[src/rtl/wb_obi_bridge.sv]
// rtl/wb_obi_bridge.sv - Wishbone-classic responder to OBI initiator bridge (optional timeout: WB_OBI_TIMEOUT_EN)
module wb_obi_bridge #(
    parameter int unsigned ADDR_WIDTH     = 32,
    parameter int unsigned DATA_WIDTH     = 32,
    parameter int unsigned TIMEOUT_CYCLES = 255
) (
    input  logic                    clk_i,
    input  logic                    rst_ni,
    input  logic [ADDR_WIDTH-1:0]   wb_addr_i,
    input  logic [DATA_WIDTH-1:0]   wb_wdata_i,
    input  logic                    wb_wr_en_i,
    input  logic [DATA_WIDTH/8-1:0] wb_byte_en_i,
    input  logic                    wb_stb_i,
    input  logic                    wb_cyc_i,
    output logic                    wb_ack_o,
    output logic                    wb_err_o,
    output logic [DATA_WIDTH-1:0]   wb_rdata_o,
    output logic                    obi_req_o,
    input  logic                    obi_gnt_i,
    output logic [ADDR_WIDTH-1:0]   obi_addr_o,
    output logic                    obi_we_o,
    output logic [DATA_WIDTH/8-1:0] obi_be_o,
    output logic [DATA_WIDTH-1:0]   obi_wdata_o,
    input  logic                    obi_rvalid_i,
    input  logic [DATA_WIDTH-1:0]   obi_rdata_i
);

    localparam int unsigned BE_WIDTH = DATA_WIDTH / 8;

    typedef enum logic [1:0] {S_IDLE, S_REQ, S_RESP, S_ACK} state_t;

    state_t                  state_q, state_d;
    logic [ADDR_WIDTH-1:0]   addr_q;
    logic                    we_q;
    logic [BE_WIDTH-1:0]     be_q;
    logic [DATA_WIDTH-1:0]   wdata_q;
    logic [DATA_WIDTH-1:0]   rdata_q;
    logic                    skip_q;     // zero-byte write: no OBI access at all
    logic                    drop_q;     // WB master abandoned the cycle
    logic                    timeout_hit;
    logic                    discard_q;
    logic                    start;
    logic                    zero_write;
    logic                    abandoned;

    assign zero_write  = wb_wr_en_i && (wb_byte_en_i == '0);
    assign abandoned   = drop_q || !wb_cyc_i;
    assign start       = wb_cyc_i && wb_stb_i && !wb_ack_o && !wb_err_o && !discard_q;

    assign wb_ack_o    = (state_q == S_ACK);
    assign wb_rdata_o  = rdata_q;
    assign obi_req_o   = (state_q == S_REQ);
    assign obi_addr_o  = addr_q;
    assign obi_we_o    = we_q;
    assign obi_be_o    = be_q;
    assign obi_wdata_o = wdata_q;

    // State register
    always_ff @(posedge clk_i or negedge rst_ni) begin
        if (!rst_ni) state_q <= S_IDLE;
        else         state_q <= state_d;
    end

    // Next-state logic; a zero-byte write parks one cycle in RESP so its ack lands two cycles after stb
    always_comb begin
        state_d = state_q;
        unique case (state_q)
            S_IDLE: if (start) state_d = zero_write ? S_RESP : S_REQ;
            S_REQ: begin
                if (obi_gnt_i)        state_d = S_RESP;
                else if (timeout_hit) state_d = S_IDLE;
            end
            S_RESP: begin
                if (skip_q)            state_d = abandoned ? S_IDLE : S_ACK;
                else if (obi_rvalid_i) state_d = abandoned ? S_IDLE : S_ACK;
                else if (timeout_hit)  state_d = S_IDLE;
            end
            S_ACK:   state_d = S_IDLE;
            default: state_d = S_IDLE;
        endcase
    end

    // Request capture, abandon tracking and read-data capture
    always_ff @(posedge clk_i or negedge rst_ni) begin
        if (!rst_ni) begin
            addr_q  <= '0;
            we_q    <= 1'b0;
            be_q    <= '0;
            wdata_q <= '0;
            rdata_q <= '0;
            skip_q  <= 1'b0;
            drop_q  <= 1'b0;
        end else begin
            if (state_q == S_IDLE && start) begin
                addr_q  <= {wb_addr_i[ADDR_WIDTH-1:2], 2'b00};
                we_q    <= wb_wr_en_i;
                be_q    <= (!wb_wr_en_i && wb_byte_en_i == '0) ? '1 : wb_byte_en_i;
                wdata_q <= wb_wdata_i;
                skip_q  <= zero_write;
                drop_q  <= 1'b0;
            end else if ((state_q == S_REQ || state_q == S_RESP) && !wb_cyc_i) begin
                drop_q  <= 1'b1;
            end
            if (state_q == S_RESP && !skip_q && obi_rvalid_i && !we_q) begin
                rdata_q <= obi_rdata_i;
            end
        end
    end

`ifdef WB_OBI_TIMEOUT_EN
    localparam int unsigned CNT_W = ($clog2(TIMEOUT_CYCLES + 1) > 8) ? $clog2(TIMEOUT_CYCLES + 1) : 8;

    logic [CNT_W-1:0] cnt_q;
    logic             err_q;
    logic             req_abort;
    logic             resp_abort;

    assign timeout_hit = (cnt_q == CNT_W'(TIMEOUT_CYCLES - 1));
    assign req_abort   = (state_q == S_REQ) && !obi_gnt_i && timeout_hit;
    assign resp_abort  = (state_q == S_RESP) && !skip_q && !obi_rvalid_i && timeout_hit;
    assign wb_err_o    = err_q;

    // Wait counter: restarts on entering REQ or RESP, runs while in either
    always_ff @(posedge clk_i or negedge rst_ni) begin
        if (!rst_ni) begin
            cnt_q <= '0;
        end else if (state_d != state_q && (state_d == S_REQ || state_d == S_RESP)) begin
            cnt_q <= '0;
        end else if (state_q == S_REQ || state_q == S_RESP) begin
            cnt_q <= cnt_q + 1'b1;
        end
    end

    // Error pulse on abort; a late response after a RESP abort is swallowed
    always_ff @(posedge clk_i or negedge rst_ni) begin
        if (!rst_ni) begin
            err_q     <= 1'b0;
            discard_q <= 1'b0;
        end else begin
            err_q <= (req_abort || resp_abort) && !abandoned;
            if (resp_abort)                    discard_q <= 1'b1;
            else if (discard_q && obi_rvalid_i) discard_q <= 1'b0;
        end
    end
`else
    assign timeout_hit = 1'b0;
    assign discard_q   = 1'b0;
    assign wb_err_o    = 1'b0;
`endif

endmodule

[config.mk]
export PLATFORM = sky130hd
export DESIGN_NAME = wb_obi_bridge
export DESIGN_NICKNAME = d
export VERILOG_FILES = /design/src/rtl/wb_obi_bridge.sv
export SDC_FILE = /design/constraint.sdc
export NUM_CORES = 1
export LEC_CHECK = 0
export BUFFER_PORTS_ARGS = -buffer_cell sky130_fd_sc_hd__buf_2
export CAP_MARGIN = 20
export CORE_MARGIN = 8
export CORE_UTILIZATION = 49
export DETAILED_ROUTE_END_ITERATION = 8
export PLACE_DENSITY = 0.85
export SLEW_MARGIN = 20
export SYNTH_ARGS = -nofsm -noshare
export SYNTH_HDL_FRONTEND = slang
export SYNTH_SLANG_ARGS = --single-unit
[constraint.sdc]
create_clock -name clk_i -period 2.65 [get_ports clk_i]
set_clock_uncertainty 0.15 [all_clocks]
set_input_delay 0.53 -clock clk_i [delete_from_list [all_inputs] [get_ports clk_i]]
set_output_delay 0.53 -clock clk_i [all_outputs]
set_load 0.05 [all_outputs]
# Word-level counts from Yosys, hierarchy flattened

Cells that the tools add are included.

Equal/unequal tests: 6
Muxes and demuxes: 10
Reduce and logical (&&, ||, !) cells: 20

Operators with widths:

| operator                                       | number |
|---|---|
| two-way mux 2 bit                              | 6 |
| logical AND 1 bit                              | 9 |
| case mux 2 bit (4 select lines)                | 1 |
| logical NOT 1 bit                              | 5 |
| == test 2 bit (second input constant)          | 2 |
| logical NOT 4 bit                              | 1 |
| two-way mux 4 bit                              | 1 |
| != test 3 bit (second input constant)          | 1 |
| AND reduction 3 bit                            | 1 |
| == test 2 x 1 -> 1 bit (second input constant) | 1 |
| logical NOT 2 bit                              | 1 |
| logical OR 1 bit                               | 2 |
| two-way mux 1 bit                              | 2 |
| != test 2 x 1 -> 1 bit (second input constant) | 1 |
| != test 2 bit (second input constant)          | 1 |
| nonzero test 2 bit                             | 1 |

Bits in registers: 103
Output and inout port bits: 104

# Depth between registers and ports, before layout

Word-level depth: 6
Gate-level depth with buffers: 8

# Worst setup path before layout

No wires, ideal clock.

Path kind: reg2reg
Start point: register state_q[0]
End point: register addr_q[15], in the netlist obi_addr_o[15]
Data arrival time: 1657 ps
Setup slack: 725 ps
Cell stages (with the launch flop): 8
Buffers on the path: 2
Cell sequence: dfrtp_1 -> ha_1 -> nand3b_4 -> or2_1 -> buf_4 -> buf_4 -> nand2_1 -> nand2_1

Longest elaborated chain between the ends: 4
Elaborated cells on any way between the ends: 5
Classes of those cells: eq/ne: 1; reduce/logical: 4

Ends and longest elaborated chain:

| item                   | RTL line | text |
|---|---|---|
| from (decl)            | 32       | `state_t state_q, state_d;` |
| from (signal assigned) | 61       | `else state_q <= state_d;` |
| == test 2 bit          | 50       | `assign wb_ack_o = (state_q == S_ACK);` |
| via wb_ack_o           | 15       | `output logic wb_ack_o,` |
| logical NOT 1 bit      | 48       | `assign start = wb_cyc_i && wb_stb_i && !wb_ack_o && !wb_err_o && !discard_q;` |
| logical AND 1 bit      | 48       |  |
| logical AND 1 bit      | 94       | `if (state_q == S_IDLE && start) begin` |
| to (signal assigned)   | 95       | `addr_q <= {wb_addr_i[ADDR_WIDTH-1:2], 2'b00};` |
| to (decl)              | 33       | `logic [ADDR_WIDTH-1:0] addr_q;` |

The timed path passes the listed nets, and every way through them passes these cells.
A chain may end at the register's enable or synchronous reset.

# Final worst setup path

Start point: register state_q[1]
End point: output port obi_req_o

Longest elaborated chain between the ends: 1

Ends and longest elaborated chain:

| item                   | RTL line | text |
|---|---|---|
| == test 2 x 1 -> 1 bit | 52       | `assign obi_req_o = (state_q == S_REQ);` |
| to (decl)              | 18       | `output logic obi_req_o,` |

Every way passes these cells.

==> impl_metrics.ini <==
[power]
p_total_w = 0.00840
internal_power_w = 0.00389
p_sw_w = 0.00451
leakage_nw = 3.05
comb_power_share = 0.563
switching_share = 0.537
clkPwrFrac = 0.119
seqPwrFrac = 0.318
ir_drop_mv = 0.767
cellPowerDensity_nw_per_um2 = 1560

[logic_synthesis]
synth_top_area_share = 0.632
yosysSeqAreaShare = 0.632
synth.area.top_cells = dfrtp_1 63%, nand2_1 18%, mux2_2 8.3%, buf_6 1.7%, ha_1 1.5%
syn_avg_cell_area_um2 = 10.7
yosys.cell_types.count = 27
yosysWarnings = 0
synth_area_um2 = 4080
synth-seq-cells = 103
yosysTopAreaCell = dfrtp_1
synthFlopType = dfrtp_1
synth-edff-count = 0
ys_async_sr_fraction = 1.00
synthCells = 382

[global_routing]
grt_first_pass_wirelength_um = 17300
grt_pass1_vias = 3624
overflow = 0
grt_max_degree = 53
antenna_found_initial = 0
grt_usage = 0.188

[sta]
finalMaxSlewViolations = 0
period_share = 0.784
rsz0062_at_grt = false
setup_viol = 0
clock.fmax_mhz = 481
finalHoldViolCount = 0
hold_ws_ns = 0.215
relSlewSlack = 0.628
setup_tns_ns = 0
finalCriticalPeriod_ns = 2.08
tightestPinTransition_ns = 0.553

[worst_setup_path]
endpoint_kind = output pin
crit_buf_inv = 2
crit_type = register to output pin
start_kind = register
cp_slowest_cell = dfrtp_1
critPathTopFamily = flip-flops
crit_chain = inv_1 -> ha_1 -> buf_2
path_max_fanout = 4
worst_ep_arrival_time_ns = 1.40
slowest_delay_ns = 0.43
crit_required_ns = 1.97

[floorplan]
core_area_um2 = 8130
die_w_um = 107
fp.dieH_um = 107
io_pins = 211
die-area_um2 = 11500
start_util = 0.501
row_count = 33

[route]
ant_nets = 0
routedWlPerCell_um = 15.5
first_iter_violations = 110
drc_errors = 0
first_pass_iters = 4
wirelength_um = 10800
vias = 3274
viasPerCell = 4.70

[placed_design]
placed_cells = 679
port_buffers = 205
gp_congestion = 0.818
dp_hpwl_um = 8420

[clock_network]
htreeDepth = 3
clock_latency_ns = 0.35
cts_tree = yes
clockBufferDepth = 2
cts.sinks = 103
root_buffer = clkbuf_8
cts_buffers = 9
cts_setup_buffers = 0
path_clk_slew_ns = 0.09
postCtsResizedCells = 0
cts_hold_buf = 1

[finish]
drive_gt1_frac = 0.442
fin_cells = 696
area_growth_pct = 32.1
fill_cells = 656
fin_util = 0.662
final_common_cell = buf_2
final_cell_mix = 204 x buf_2, 193 x nand2_1, 103 x dfrtp_1, 30 x mux2_2, 10 x clkbuf_8
nNetsFinal = 698
num_antenna_cells = 0

[job]
maxCapViolations = 0

[min_path]
hp-class = input pin to register

[run_status]
status = complete, no violations
-- per-stage QoR --
stage	setup WS [ns]	cell area [um^2]
final	0.571	5390
after CTS	0.541	5390
after detailed placement	0.626	5170
after floorplan	0.725	4090
after global routing	0.493	5390
after global placement	0.701	5170
-- cells in the mapped netlist (2+ instances only) --
cell type	n
o22a_1	4
buf_2	5
ha_1	5
nand3_1	2
nor2_1	3
buf_6	6
buf_1	2
dfrtp_1	103
mux2_2	30
mux2_1	2
buf_4	8
inv_1	5
nand2_1	193
-- power groups by stage --
stage	Clock (W)	Sequential, W	Combinational (W)
2_1_floorplan	0	0.00523	0.00107
3_3_place_gp	0	0.00267	0.00467
3_5_place_dp	0	0.00270	0.00478
4_1_cts	0.00103	0.00268	0.00478
5_1_grt	0.00109	0.00277	0.00498
6_report	0.000997	0.00268	0.00473
-- sequential cells by signal, summed over array words and instances, names as in the netlist --
| signal | cells |
|---|---|
| state_q | 2 |
| drop_q | 1 |
| obi_wdata_o | 32 |
| obi_addr_o | 30 |
| wb_rdata_o | 32 |
| skip_q | 1 |
| obi_be_o | 4 |
| obi_we_o | 1 |
-- worst register-to-register path, delay by kind of cell, from the launching register on --
| kind | cells | cell delay (ns) |
|---|---|---|
| adders and majority gates | 1 | 0.23 |
| buffers and inverters | 1 | 0.26 |
| DFF | 1 | 0.43 |
| and+or+nand+nor | 4 | 0.86 |
-- worst paths after layout --
kind	cells past startpoint	from	endpoint	slack, ns
setup / recovery	3	state_q[1]	obi_req_o	0.57
hold / removal	3	wb_addr_i[25]	obi_addr_o[25]	0.21
setup reg to reg	6	state_q[1]	obi_wdata_o[5]	0.62
hold reg to reg	2	obi_wdata_o[28]	obi_wdata_o[28]	0.33
max in group asynchronous	3	rst_ni	wb_rdata_o[17]	1.18
min in group asynchronous	2	rst_ni	wb_rdata_o[21]	0.52
-- area by class of cell --
class / instances / area [um^2] / share of cell area
clock buffer: 11 / 141 / 0.0263
clock inverter: 5 / 63.8 / 0.0118
inverter: 5 / 18.8 / 0.00349
multi-input combinational: 255 / 1340 / 0.250
sequential: 103 / 2580 / 0.479
tap: 105 / 131 / 0.0244
timing repair buffer: 212 / 1110 / 0.206
-- per-layer routing --
metal	GRT usage	routed length (um)
met1	0.201	4150
met2	0.338	5600
met3	0.0516	786
met4	0.0824	246
met5	0	0
-- kinds of logic after synthesis --
| logic type | synth area share |
|---|---|
| other cells | 0.000920 |
| simple gates | 0.199 |
| fa+ha+maj | 0.0153 |
| buf+inv | 0.0439 |
| compound gates | 0.0199 |
| mux | 0.0884 |
| flops | 0.632 |
Power figures use the tool's default switching activity.
